[src/rtl/text_seq_pkg.sv]
`default_nettype none
// text_seq_pkg: shared types and defaults for the text-line sequencer and its watchdog.
package text_seq_pkg;

   localparam int COLOR_W     = 4;
   localparam int DY_W        = 4;
   localparam int DEF_GLYPH_W = 8;
   localparam int DEF_GLYPH_H = 8;

   typedef enum logic [1:0] {
      S_IDLE  = 2'd0,
      S_ISSUE = 2'd1,
      S_WAIT  = 2'd2,
      S_NEXT  = 2'd3
   } state_e;

endpackage
`default_nettype wire

[src/rtl/text_seq_watchdog.sv]
`default_nettype none
// text_seq_watchdog: counts cycles spent waiting on the renderer and flags expiry.
module text_seq_watchdog #(
   parameter int TIMEOUT_CYC = 64
)(
   input  logic clk,
   input  logic reset,
   input  logic clear_i,
   input  logic run_i,
   output logic expired_o
);

   localparam int CNT_W = $clog2(TIMEOUT_CYC + 1);

   logic [CNT_W-1:0] count_q;

   // count holds (wait cycles elapsed - 1), so expiry lands on the TIMEOUT_CYC-th wait cycle
   assign expired_o = run_i && (count_q == CNT_W'(TIMEOUT_CYC - 1));

   always_ff @(posedge clk) begin
      if (reset) begin
         count_q <= '0;
      end else if (clear_i) begin
         count_q <= '0;
      end else if (run_i && !expired_o) begin
         count_q <= count_q + CNT_W'(1);
      end
   end

endmodule
`default_nettype wire

[src/rtl/text_line_sequencer.sv]
`default_nettype none
// text_line_sequencer: walks one text line row-major, one renderer start per character per glyph row.
// Optional renderer watchdog (abort with err=1) enabled by defining TEXT_LINE_SEQUENCER_TIMEOUT_EN.
module text_line_sequencer
   import text_seq_pkg::*;
#(
   parameter int ADDR_W      = 12,
   parameter int X_W         = 10,
   parameter int Y_W         = 9,
   parameter int GLYPH_W     = DEF_GLYPH_W,
   parameter int GLYPH_H     = DEF_GLYPH_H,
   parameter int TIMEOUT_CYC = 64
)(
   input  logic               clk,
   input  logic               reset,
   input  logic               cmd_valid,
   output logic               cmd_ready,
   input  logic [ADDR_W-1:0]  cmd_base,
   input  logic [7:0]         cmd_len,
   input  logic [X_W-1:0]     cmd_x,
   input  logic [Y_W-1:0]     cmd_y,
   input  logic [COLOR_W-1:0] cmd_fg,
   input  logic [COLOR_W-1:0] cmd_bg,
   output logic               su_start,
   output logic [ADDR_W-1:0]  su_addr,
   output logic [DY_W-1:0]    su_delta_y,
   output logic [COLOR_W-1:0] su_fg,
   output logic [COLOR_W-1:0] su_bg,
   input  logic               su_done,
   output logic [X_W-1:0]     org_x,
   output logic [Y_W-1:0]     org_y,
   output logic               busy,
   output logic               line_done,
   output logic               err
);

   state_e              state_q;
   logic [ADDR_W-1:0]   base_q;
   logic [7:0]          len_q;
   logic [7:0]          idx_q;
   logic [7:0]          idx_d;
   logic [X_W-1:0]      x_q;
   logic                cmd_ready_q;
   logic                su_start_q;
   logic [ADDR_W-1:0]   su_addr_q;
   logic [DY_W-1:0]     su_delta_y_q;
   logic [COLOR_W-1:0]  su_fg_q;
   logic [COLOR_W-1:0]  su_bg_q;
   logic [X_W-1:0]      org_x_q;
   logic [Y_W-1:0]      org_y_q;
   logic                busy_q;
   logic                line_done_q;
   logic                err_q;
   logic                w_last_char;
   logic                w_last_row;
   logic                w_expired;

   assign w_last_char = (idx_q == len_q - 8'd1);
   assign w_last_row  = (su_delta_y_q == DY_W'(GLYPH_H - 1));
   assign idx_d       = w_last_char ? 8'd0 : idx_q + 8'd1;

`ifdef TEXT_LINE_SEQUENCER_TIMEOUT_EN
   text_seq_watchdog #(
      .TIMEOUT_CYC (TIMEOUT_CYC)
   ) u_watchdog (
      .clk       (clk),
      .reset     (reset),
      .clear_i   (state_q == S_ISSUE),
      .run_i     (state_q == S_WAIT),
      .expired_o (w_expired)
   );
`else
   logic w_unused_timeout;
   assign w_unused_timeout = ^TIMEOUT_CYC;
   assign w_expired        = 1'b0;
`endif

   always_ff @(posedge clk) begin
      if (reset) begin
         state_q      <= S_IDLE;
         base_q       <= '0;
         len_q        <= '0;
         idx_q        <= '0;
         x_q          <= '0;
         cmd_ready_q  <= 1'b1;
         su_start_q   <= 1'b0;
         su_addr_q    <= '0;
         su_delta_y_q <= '0;
         su_fg_q      <= '0;
         su_bg_q      <= '0;
         org_x_q      <= '0;
         org_y_q      <= '0;
         busy_q       <= 1'b0;
         line_done_q  <= 1'b0;
         err_q        <= 1'b0;
      end else begin
         line_done_q <= 1'b0;
         err_q       <= 1'b0;
         su_start_q  <= 1'b0;
         case (state_q)
            S_IDLE: begin
               if (cmd_valid && cmd_ready_q) begin
                  base_q       <= cmd_base;
                  len_q        <= cmd_len;
                  x_q          <= cmd_x;
                  idx_q        <= '0;
                  su_addr_q    <= cmd_base;
                  su_delta_y_q <= '0;
                  su_fg_q      <= cmd_fg;
                  su_bg_q      <= cmd_bg;
                  org_x_q      <= cmd_x;
                  org_y_q      <= cmd_y;
                  if (cmd_len != 8'd0) begin
                     state_q     <= S_ISSUE;
                     su_start_q  <= 1'b1;
                     busy_q      <= 1'b1;
                     cmd_ready_q <= 1'b0;
                  end else begin
                     line_done_q <= 1'b1;
                  end
               end
            end
            S_ISSUE: begin
               state_q <= S_WAIT;
            end
            S_WAIT: begin
               // a done arriving on the expiry cycle takes priority over the abort
               if (su_done) begin
                  state_q <= S_NEXT;
               end else if (w_expired) begin
                  state_q     <= S_IDLE;
                  busy_q      <= 1'b0;
                  cmd_ready_q <= 1'b1;
                  line_done_q <= 1'b1;
                  err_q       <= 1'b1;
               end
            end
            S_NEXT: begin
               idx_q     <= idx_d;
               su_addr_q <= base_q + ADDR_W'(idx_d);
               if (w_last_char) begin
                  org_x_q      <= x_q;
                  su_delta_y_q <= su_delta_y_q + DY_W'(1);
                  org_y_q      <= org_y_q + Y_W'(1);
               end else begin
                  org_x_q <= org_x_q + X_W'(GLYPH_W);
               end
               if (w_last_char && w_last_row) begin
                  state_q     <= S_IDLE;
                  busy_q      <= 1'b0;
                  cmd_ready_q <= 1'b1;
                  line_done_q <= 1'b1;
               end else begin
                  state_q    <= S_ISSUE;
                  su_start_q <= 1'b1;
               end
            end
            default: begin
               state_q <= S_IDLE;
            end
         endcase
      end
   end

   assign cmd_ready  = cmd_ready_q;
   assign su_start   = su_start_q;
   assign su_addr    = su_addr_q;
   assign su_delta_y = su_delta_y_q;
   assign su_fg      = su_fg_q;
   assign su_bg      = su_bg_q;
   assign org_x      = org_x_q;
   assign org_y      = org_y_q;
   assign busy       = busy_q;
   assign line_done  = line_done_q;
   assign err        = err_q;

endmodule
`default_nettype wire

[config.mk]
export PLATFORM = sky130hd
export DESIGN_NAME = text_line_sequencer
export DESIGN_NICKNAME = d
export VERILOG_FILES = /design/src/rtl/text_seq_pkg.sv /design/src/rtl/text_seq_watchdog.sv /design/src/rtl/text_line_sequencer.sv
export SDC_FILE = /design/constraint.sdc
export NUM_CORES = 1
export LEC_CHECK = 0
export ABC_AREA = 1
export CELL_PAD_IN_SITES_DETAIL_PLACEMENT = 1
export CELL_PAD_IN_SITES_GLOBAL_PLACEMENT = 2
export CORE_MARGIN = 2
export CORE_UTILIZATION = 25
export CTS_CLUSTER_DIAMETER = 100
export DETAILED_ROUTE_END_ITERATION = 8
export PLACE_DENSITY = 0.78
export SYNTH_ARGS = -nofsm -noshare
export SYNTH_HDL_FRONTEND = slang
export SYNTH_SLANG_ARGS = --single-unit
[constraint.sdc]
create_clock -name clk -period 2.95 [get_ports clk]
set_input_delay 0.295 -clock clk [delete_from_list [all_inputs] [get_ports clk]]
set_output_delay 0.295 -clock clk [all_outputs]
set_load 0.05 [all_outputs]
Word level (Yosys, flattened, before mapping)

Cells that the tools add are included.

Flip-flop bits (word level): 87
Bits of input ports: 51
Output and inout bits: 48
Logic and storage cells: 76

Add/sub/neg operators: 6
Eq/ne operators: 10
Multiplexer cells: 35
Reduce and logical (&&, ||, !) cells: 10

Operators by type and width:

| kind                                                               | count |
|---|---|
| 12-bit case mux with 2 select lines                                | 1 |
| 10-bit 2-to-1 mux                                                  | 2 |
| 10-bit case mux with 2 select lines                                | 1 |
| 9-bit 2-to-1 mux                                                   | 2 |
| 9-bit case mux with 2 select lines                                 | 1 |
| 8-bit 2-to-1 mux                                                   | 2 |
| 8-bit case mux with 2 select lines                                 | 1 |
| 1-bit 2-to-1 mux                                                   | 13 |
| 12-bit by 8-bit adder with 12-bit output                           | 1 |
| 12-bit 2-to-1 mux                                                  | 1 |
| 10-bit by 4-bit adder with 10-bit output, second input constant    | 1 |
| 2-bit != test, second input constant                               | 5 |
| 9-bit by 1-bit adder with 9-bit output, second input constant      | 1 |
| 8-bit by 1-bit adder with 8-bit output, second input constant      | 1 |
| 8-bit equality test                                                | 1 |
| 4-bit 2-to-1 mux                                                   | 2 |
| 1-bit case mux with 2 select lines                                 | 4 |
| 2-bit case mux with 4 select lines                                 | 1 |
| 4-bit case mux with 2 select lines                                 | 1 |
| 8-bit nonzero test                                                 | 1 |
| 8-bit by 1-bit subtractor with 8-bit output, second input constant | 1 |
| 2-bit 2-to-1 mux                                                   | 3 |
| 3-bit AND reduction                                                | 2 |
| 4-bit by 1-bit adder with 4-bit output, second input constant      | 1 |
| other kinds (8)                                                    | 11 |

Logic depth before layout (Yosys ltp)

Gate-level depths: netlist of the first run.

Depth in word-level cells: 5
Mapped depth: 27
Gate-level depth less buffers: 25

Least setup slack after synthesis of the first run

No wires, ideal clock.

Path kind: reg2reg
Start point: reg len_q[1]
End point: reg su_addr_q[6] (netlist: su_addr[6])
Setup time: 0.132 ns
Arrival: 2.935 ns
Setup slack: -0.118 ns
Cell stages (with the launch flop): 25
Buffers on the path: 2
Period minus slack after synthesis: 3.068 ns
Path through: dfxtp_1 > inv_1 > ha_1 > inv_1 > nand2_1 > nand2_1 > nor2_1 > nand3_1 > a21oi_2 > nand3_4 > buf_4 > inv_2 > buf_4 > nor2_1 > ha_1 > fa_1 > nand2_1 > nand2_1 > nand2_2 > nand2_2 > nand2_1 > nand2_1 > xor2_1 > o21ai_1 > a21oi_1

Word-level cells in the longest chain between the ends: 5

RTL lines:

| what                                        | line                       | text |
|---|---|---|
| start: declaration                          | text_line_sequencer.sv:39  | `logic [7:0] len_q;` |
| start signal: assignment                    | text_line_sequencer.sv:104 | `len_q <= cmd_len;` |
| 8-bit by 1-bit subtractor with 8-bit output | text_line_sequencer.sv:58  | `assign w_last_char = (idx_q == len_q - 8'd1);` |
| 8-bit equality test                         | text_line_sequencer.sv:58  |  |
| 8-bit 2-to-1 mux                            | text_line_sequencer.sv:60  | `assign idx_d = w_last_char ? 8'd0 : idx_q + 8'd1;` |
| 12-bit by 8-bit adder with 12-bit output    | text_line_sequencer.sv:140 | `su_addr_q <= base_q + ADDR_W'(idx_d);` |
| 12-bit case mux with 2 select lines         | text_line_sequencer.sv:100 | `case (state_q)` |
| end signal: assignment                      | text_line_sequencer.sv:107 | `su_addr_q <= cmd_base;` |
| end signal: assignment                      | text_line_sequencer.sv:140 |  |
| end: declaration                            | text_line_sequencer.sv:45  | `logic [ADDR_W-1:0] su_addr_q;` |

No other way between the ends.
A chain may end at the register's enable or synchronous reset.

Final worst setup path of the first run

Start point: reg len_q[0]
End point: reg su_addr_q[6] (netlist: su_addr[6])

Same word-level chain as after synthesis.

==> results of run 1 <==
routing by layer:
layer  GRT usage, %  wire (um)
met5              0          0
met3           5.16        919
met1           19.9       7130
met4           3.89        163
met2           25.9       7460
cells by family (layout without fill, tap and decap cells):
family	Yosys count	after routing	synth area share [%]
xor+xnor	20	20	3.75
fa+ha+maj	17	17	4.72
buf+inv	92	203	7.69
other cells	1	1	0.0804
simple gates	275	275	26.2
flops	87	87	37.3
compound gates	176	176	20.2
synthesized netlist by cell type:
cell type | instances | area (um^2)
sky130_fd_sc_hd__nand2_1 | 111 | 417
sky130_fd_sc_hd__dfxtp_1 | 87 | 1740
sky130_fd_sc_hd__nor2_1 | 87 | 327
sky130_fd_sc_hd__o21ai_0 | 79 | 395
sky130_fd_sc_hd__a21oi_1 | 73 | 365
sky130_fd_sc_hd__inv_1 | 53 | 199
sky130_fd_sc_hd__nand3_1 | 33 | 165
sky130_fd_sc_hd__clkbuf_1 | 23 | 86.3
sky130_fd_sc_hd__ha_1 | 16 | 200
sky130_fd_sc_hd__xor2_1 | 13 | 114
sky130_fd_sc_hd__nand2_2 | 11 | 68.8
sky130_fd_sc_hd__inv_2 | 8 | 30.0
sky130_fd_sc_hd__xnor2_1 | 7 | 61.3
sky130_fd_sc_hd__a31oi_1 | 5 | 31.3
sky130_fd_sc_hd__nor2_2 | 5 | 31.3
sky130_fd_sc_hd__nor3_1 | 5 | 25.0
sky130_fd_sc_hd__o21ai_1 | 5 | 25.0
sky130_fd_sc_hd__nand4_1 | 4 | 25.0
sky130_fd_sc_hd__o211ai_1 | 4 | 30.0
sky130_fd_sc_hd__buf_1 | 3 | 11.3
sky130_fd_sc_hd__buf_4 | 3 | 22.5
sky130_fd_sc_hd__nand3_2 | 3 | 30.0
sky130_fd_sc_hd__nor2_4 | 3 | 33.8
sky130_fd_sc_hd__nor3b_1 | 3 | 22.5
sky130_fd_sc_hd__nor4_1 | 3 | 18.8
sky130_fd_sc_hd__a211oi_1 | 2 | 15.0
sky130_fd_sc_hd__a21oi_2 | 2 | 17.5
sky130_fd_sc_hd__a221oi_1 | 2 | 17.5
sky130_fd_sc_hd__buf_2 | 2 | 10.0
sky130_fd_sc_hd__nand3b_1 | 2 | 15.0
sky130_fd_sc_hd__or2_2 | 2 | 12.5
sky130_fd_sc_hd__a21o_1 | 1 | 7.51
sky130_fd_sc_hd__a21oi_4 | 1 | 16.3
sky130_fd_sc_hd__and2_1 | 1 | 6.26
sky130_fd_sc_hd__conb_1 | 1 | 3.75
sky130_fd_sc_hd__fa_1 | 1 | 20.0
sky130_fd_sc_hd__nand3_4 | 1 | 17.5
sky130_fd_sc_hd__nor3_2 | 1 | 10.0
sky130_fd_sc_hd__o211ai_2 | 1 | 12.5
sky130_fd_sc_hd__o21ai_2 | 1 | 8.76
state kept, by name (all words and copies together) (netlist names), 2 cells and up:
signal	flops
org_x	10
state_q	2
org_y	9
base_q	12
x_q	10
su_addr	12
su_bg	4
idx_q	8
len_q	8
su_fg	4
su_delta_y	4
layout make-up:
class,instances,area [um^2]
Clock buffer,12,256
Sequential cell,87,1750
Timing Repair Buffer,126,1200
Clock inverter,3,42.5
Multi-Input combinational cell,489,2710
Inverter,61,236
Timing Repair inverter,1,6.26
Fill cell,2274,11700
Tap cell,229,287
what timing repair did:
item                       in CTS  in global routing
cloned                          1                  0
pin swaps                       3                 30
setup endpoints to repair       5                  9
buffers inserted                4                  9
gates resized for setup         5                 40
worst paths after layout:
| check | end | from | slack, ns | cells past startpoint |
|---|---|---|---|---|
| setup / recovery | su_addr[6]$_SDFFE_PP0P_ | len_q[0]$_SDFFE_PP0P_ | 0.06 | 22 |
| hold / removal | x_q[2]$_SDFFE_PP0P_ | x_q[2]$_SDFFE_PP0P_ | 0.45 | 2 |
| setup reg to reg | su_addr[6]$_SDFFE_PP0P_ | len_q[0]$_SDFFE_PP0P_ | 0.06 | 22 |
| hold reg to reg | x_q[2]$_SDFFE_PP0P_ | x_q[2]$_SDFFE_PP0P_ | 0.45 | 2 |
through the flow:
| step | utilization (%) | std cells | setup WS (ns) | setup TNS (ns) | total power (W) |
|---|---|---|---|---|---|
| 6_report | 35.7 | 1008 | 0.0643 | 0 | 0.00559 |
| 4_1_cts | 34.5 | 999 | 0.00560 | 0 | 0.00557 |
| 3_3_place_gp | 32.6 | 979 | 0.0801 | 0 | 0.00429 |
| 2_1_floorplan | - | 668 | 0.00499 | 0 | 0.00346 |
| 3_5_place_dp | 32.6 | 979 | -0.118 | -0.242 | 0.00435 |
| 5_1_grt | 35.7 | 1008 | -0.140 | -0.465 | 0.00598 |
worst min-delay path: stages (launching register included):
cell	delay (ns)
sky130_fd_sc_hd__dfxtp_1	0.30
sky130_fd_sc_hd__inv_1	0.05
sky130_fd_sc_hd__a21oi_1	0.05
power by group:
group	switching, W	internal [W]	leakage, nW
Clock	0.000472	0.000697	0.145
Sequential	0.000268	0.00151	0.716
Combinational	0.00175	0.000895	1.75
Total	0.00249	0.00310	2.61
layout by cell type (no fill, tap or decap), types with 5 or more instances in the layout:
cell / Yosys / routed
sky130_fd_sc_hd__nand3_1: 33 / 30
sky130_fd_sc_hd__xnor2_1: 7 / 7
sky130_fd_sc_hd__nor2_1: 87 / 85
sky130_fd_sc_hd__clkbuf_16: 0 / 9
sky130_fd_sc_hd__nand2_1: 111 / 102
sky130_fd_sc_hd__a31oi_1: 5 / 5
sky130_fd_sc_hd__a21oi_2: 2 / 6
sky130_fd_sc_hd__o21ai_1: 5 / 5
sky130_fd_sc_hd__xor2_1: 13 / 13
sky130_fd_sc_hd__nor2_2: 5 / 6
sky130_fd_sc_hd__o21ai_0: 79 / 78
sky130_fd_sc_hd__ha_1: 16 / 12
sky130_fd_sc_hd__buf_4: 3 / 27
sky130_fd_sc_hd__clkdlybuf4s50_1: 0 / 97
sky130_fd_sc_hd__inv_2: 8 / 10
sky130_fd_sc_hd__dfxtp_1: 87 / 84
sky130_fd_sc_hd__inv_1: 53 / 50
sky130_fd_sc_hd__a21oi_1: 73 / 69
sky130_fd_sc_hd__nand2_2: 11 / 18
sky130_fd_sc_hd__nand3_2: 3 / 6
==> flow_metrics.tcl, run 1 <==
set metrics [dict create \
    path_clk_slew_ns 0.06 \
    worstSetupEndpointType "register" \
    initial_core_util_pct 25.7 \
    postCtsHoldBufs 0 \
    num_antenna_cells 0 \
    global_route.usage.total_pct 15.7 \
    drtPass1Iterations 4 \
    place_hpwl_um 11000 \
    antenna_found_initial 0 \
    post_detailed_placement_cell_area_mm2 0.00592 \
    min_path_type "reg -> reg" \
    final_layout_size_suffix_gt1_share_pct 15.1 \
    io-pin-count 99 \
    timing.fmax_mhz 347 \
    place.gp.congestion 0.816 \
    netlist_instances 668 \
    critical-path-top-cell-by-count "sky130_fd_sc_hd__nand2_2" \
    crit_path_cell_trace "inv_2 > ha_4 > inv_2 > nand2_1 > nand2_1 > nor2_2 > nand3_2 > a21oi_2 > nand3_4 > inv_8 > nor2_4 > ha_4 > fa_2 > nand2_2 > nand2_2 > nand2_2 > nand2_4 > nand2_2 > nand2_2 > xor2_1 > o21ai_1 > a21oi_1" \
    seq_area_frac_synth_pct 37.3 \
    rows 49 \
    core_mm2 0.0181 \
    drcViolationCount 0 \
    pin_count_of_the_biggest_net_entering_global_routing 58 \
    wire_length_of_the_first_global_routing_pass_um 25300 \
    power.static_leakage_nw 2.61 \
    final_critical_path_share_of_the_clock_period_pct 97.8 \
    die_x_um 141 \
    tritoncts "built" \
    max_slew.worst_pin.slew_ns 0.613 \
    placement.io_buffers 97 \
    synthesis.area_mm2 0.00467 \
    worst_ep_arrival_time_ns 3.10 \
    syn2layout_area_growth_pct 38.9 \
    timing.setup.critical_path_class "reg -> reg" \
    timing.slew.headroom_pct 59.1 \
    post_synth.cell_area_avg_um2 6.99 \
    worst_hold_slack_ns 0.451 \
    worst_ir_drop_on_vdd_uv 370 \
    detailedRoute.firstIterationViolations 154 \
    clock-skew-final_ns 0.00439 \
    timing.final.setup_violations 0 \
    number_of_max_cap_violations 0 \
    routed-via-count 4876 \
    worst_setup_path_start_kind "register" \
    clock_latency_ns 0.34 \
    grt_remaining_overflow 0 \
    timing.critical_path.buf_inv 3 \
    fin_area_mm2 0.00648 \
    unrepaired_setup_endpoints_after_global_routing "yes" \
    routed_wire_length_per_instance_um 15.5 \
    number_of_pins_exceeding_their_max_slew_limit_in_the_final_report 0 \
    drt-vias-per-instance 4.84 \
    synthesis.nets 736 \
    cts_buffers 9 \
    clock_tree.root_cell "sky130_fd_sc_hd__clkbuf_16" \
    timing.critical_path.slowest_stage_cell "sky130_fd_sc_hd__fa_2" \
    clock_path_buffers 2 \
    post-route-min-period_ns 2.89 \
    peak_fanout_along_the_critical_path 4 \
    fp.dieArea_mm2 0.0198 \
    critPathTopFamily "simple AND/OR/NAND/NOR gates" \
    number_of_global_route_vias_before_repair 5029 \
    clock_tree.htree_level_count 3 \
    hold_viol_final 0 \
    worst_ep_required_time_ns 3.17 \
    power_density_mw_per_mm2 861 \
    ys_seq_elements 87 \
    synth.yosys.warnings 0 \
    numClockSinks 87 \
    die_h_um 141 \
    yosysUniqueCellTypes 40 \
    cp_slowest_stage_delay_ns 0.39 \
    finalWirelength_um 15700 \
    run_status "complete, no violations" \
    finish.net_count 843 \
    antenna_violating_nets_post_route 0 \
]
No activity file was read; power rests on OpenSTA's default activity.
==> run 2: changes to the inputs <==
- CORE_MARGIN: 2 -> default
- CORE_UTILIZATION: 25 -> 30
- PLACE_DENSITY: 0.78 -> 0.88
- clock period: 2.95 -> 3.4 ns (I/O delays scaled with it)
==> run 2 against run 1 <==
Flip-flop and latch count is the same. Core utilization grew 5.1 points. Routed wire length shrank 5.5%. Global-route usage is 3.7 points higher. Register-to-register slack better by 0.27 ns. Combinational power decreased by 18%. Via count down 2.9%. Critical path depth is 2 higher.
==> flow_metrics.tcl, run 2 (same netlist as run 1, synthesis figures left out) <==
set metrics [dict create \
    run_status "complete, no violations" \
    number_of_max_cap_violations 0 \
    postCtsHoldBufs 0 \
    fp.dieArea_mm2 0.0161 \
    power_density_mw_per_mm2 797 \
    cp_slowest_stage_delay_ns 0.39 \
    max_slew.worst_pin.slew_ns 0.727 \
    worst-path-stages 24 \
    wire_length_of_the_first_global_routing_pass_um 25000 \
    crit_path_cell_trace "inv_1 > ha_1 > inv_1 > nand2_1 > nand2_1 > nor2_1 > nand3_1 > a21oi_2 > nand3_4 > inv_4 > nor2_1 > ha_1 > fa_1 > nand2_1 > nand2_1 > nand2_2 > nand2_2 > nand2_2 > nand2_2 > nand3_2 > nand2_1 > nand2_1 > o21ai_1 > a21oi_1" \
    worst_setup_path_start_kind "register" \
    timing.fmax_mhz 326 \
    power.static_leakage_nw 2.50 \
    syn2layout_area_growth_pct 32.9 \
    die_h_um 127 \
    layout_commonest_cell "sky130_fd_sc_hd__nand2_1" \
    peak_fanout_along_the_critical_path 12 \
    timing.final.setup_violations 0 \
    worstSetupEndpointType "register" \
    worst_ep_required_time_ns 3.67 \
    initial_core_util_pct 30.7 \
    timing.critical_path.buf_inv 3 \
    utilization_pct 40.8 \
    detailedRoute.firstIterationViolations 147 \
    routed-via-count 4735 \
    place_hpwl_um 10700 \
    global_route.usage.total_pct 19.4 \
    clock_tree.root_cell "sky130_fd_sc_hd__clkbuf_16" \
    hold_path_depth 2 \
    io-pin-count 99 \
    number_of_global_route_vias_before_repair 5097 \
    final_critical_path_share_of_the_clock_period_pct 90.2 \
    antenna_violating_nets_post_route 0 \
    finalWirelength_um 14800 \
    unrepaired_setup_endpoints_after_global_routing "no" \
    clock_path_buffers 2 \
    antenna_found_initial 0 \
    pin_count_of_the_biggest_net_entering_global_routing 58 \
    final_layout_size_suffix_gt1_share_pct 8.67 \
    routed_wire_length_per_instance_um 15.6 \
    path_clk_slew_ns 0.07 \
    drcViolationCount 0 \
    drtPass1Iterations 4 \
    grt_remaining_overflow 0 \
    rows 45 \
    timing.reg2reg.worst_path_depth 24 \
    number_of_pins_exceeding_their_max_slew_limit_in_the_final_report 0 \
    timing.slew.headroom_pct 51.5 \
    cts.repair_timing.setup_buffer_count 0 \
    die_x_um 127 \
    tritoncts "built" \
    critical-path-top-cell-by-count "sky130_fd_sc_hd__nand2_1" \
    cts_buffers 9 \
    placement.io_buffers 97 \
    layout.cells.most_common_list "111 x sky130_fd_sc_hd__nand2_1, 97 x sky130_fd_sc_hd__clkdlybuf4s50_1, 87 x sky130_fd_sc_hd__nor2_1, 87 x sky130_fd_sc_hd__dfxtp_1, 79 x sky130_fd_sc_hd__o21ai_0" \
    finish.net_count 824 \
    numClockSinks 87 \
    clock_tree.htree_level_count 3 \
    min_path_type "reg -> reg" \
    post-route-min-period_ns 3.07 \
    drt-vias-per-instance 4.99 \
    timing.critical_path.slowest_stage_cell "sky130_fd_sc_hd__fa_1" \
    worst_ir_drop_on_vdd_uv 364 \
    num_antenna_cells 0 \
    post_cts_resize_count 0 \
    core_mm2 0.0152 \
    worst_ep_arrival_time_ns 3.33 \
    clock-skew-final_ns 0.00803 \
    timing.setup.critical_path_class "reg -> reg" \
    fin_tns_setup_ns 0 \
    hold_viol_final 0 \
    place.gp.congestion 0.857 \
    clock_latency_ns 0.34 \
    critPathTopFamily "simple AND/OR/NAND/NOR gates" \
]
[run 2: cell count changes in the layout (fill, tap and decap cells not counted), moves of 4 or more]
cell / delta
sky130_fd_sc_hd__buf_4: -16
sky130_fd_sc_hd__a21oi_2: -4
sky130_fd_sc_hd__nand2_2: -7
sky130_fd_sc_hd__nand2_1: +9
sky130_fd_sc_hd__ha_1: +4
sky130_fd_sc_hd__a21oi_1: +4
[run 2: cell type report]
type | count | area, um^2
sequential | 87 | 1740
clock buffer | 11 | 243
clock inverter | 5 | 129
inverter | 61 | 231
tap | 188 | 235
timing repair buffer | 108 | 1050
fill | 1897 | 9000
multi-input combinational | 489 | 2570
[run 2: path summary, 6_finish.rpt]
path	start	end	slack, ns
setup / recovery	len_q[1]$_SDFFE_PP0P_	su_addr[10]$_SDFFE_PP0P_	0.33
hold reg to reg	x_q[2]$_SDFFE_PP0P_	x_q[2]$_SDFFE_PP0P_	0.45
setup reg to reg	len_q[1]$_SDFFE_PP0P_	su_addr[10]$_SDFFE_PP0P_	0.33
hold / removal	x_q[2]$_SDFFE_PP0P_	x_q[2]$_SDFFE_PP0P_	0.45
[run 2: through the flow]
step	power (W)	hold WS (ns)	std cells	setup WS, ns	cell area (um^2)
2_1_floorplan	0.00300	0.418	668	0.332	4670
3_3_place_gp	0.00367	0.439	933	0.456	5830
3_5_place_dp	0.00373	0.441	933	0.267	5830
4_1_cts	0.00500	0.450	949	0.231	6200
5_1_grt	0.00528	0.484	949	0.0104	6200
6_report	0.00494	0.450	949	0.333	6200
[run 2: per-layer routing]
metal	GRT usage, %	share of wire (%)
met5	0	0
met4	4.48	0.81
met3	5.31	5.0
met2	33.6	49
met1	23.9	46
[run 2: power by group]
group	total [W]	leakage [nW]	switching (W)	internal, W
Combinational	0.00217	1.60	0.00147	0.000704
Clock	0.00123	0.180	0.000416	0.000814
Sequential	0.00154	0.715	0.000235	0.00130
[run 2: worst reg2reg max path: stages (launching register included)]
cell and delay [ns]:
sky130_fd_sc_hd__dfxtp_1 0.38, sky130_fd_sc_hd__inv_1 0.08, sky130_fd_sc_hd__ha_1 0.30, sky130_fd_sc_hd__inv_1 0.04
sky130_fd_sc_hd__nand2_1 0.06, sky130_fd_sc_hd__nand2_1 0.06, sky130_fd_sc_hd__nor2_1 0.08, sky130_fd_sc_hd__nand3_1 0.08
sky130_fd_sc_hd__a21oi_2 0.16, sky130_fd_sc_hd__nand3_4 0.10, sky130_fd_sc_hd__inv_4 0.14, sky130_fd_sc_hd__nor2_1 0.08
sky130_fd_sc_hd__ha_1 0.22, sky130_fd_sc_hd__fa_1 0.39, sky130_fd_sc_hd__nand2_1 0.09, sky130_fd_sc_hd__nand2_1 0.07
sky130_fd_sc_hd__nand2_2 0.07, sky130_fd_sc_hd__nand2_2 0.07, sky130_fd_sc_hd__nand2_2 0.08, sky130_fd_sc_hd__nand2_2 0.06
sky130_fd_sc_hd__nand3_2 0.08, sky130_fd_sc_hd__nand2_1 0.06, sky130_fd_sc_hd__nand2_1 0.06, sky130_fd_sc_hd__o21ai_1 0.06
sky130_fd_sc_hd__a21oi_1 0.13
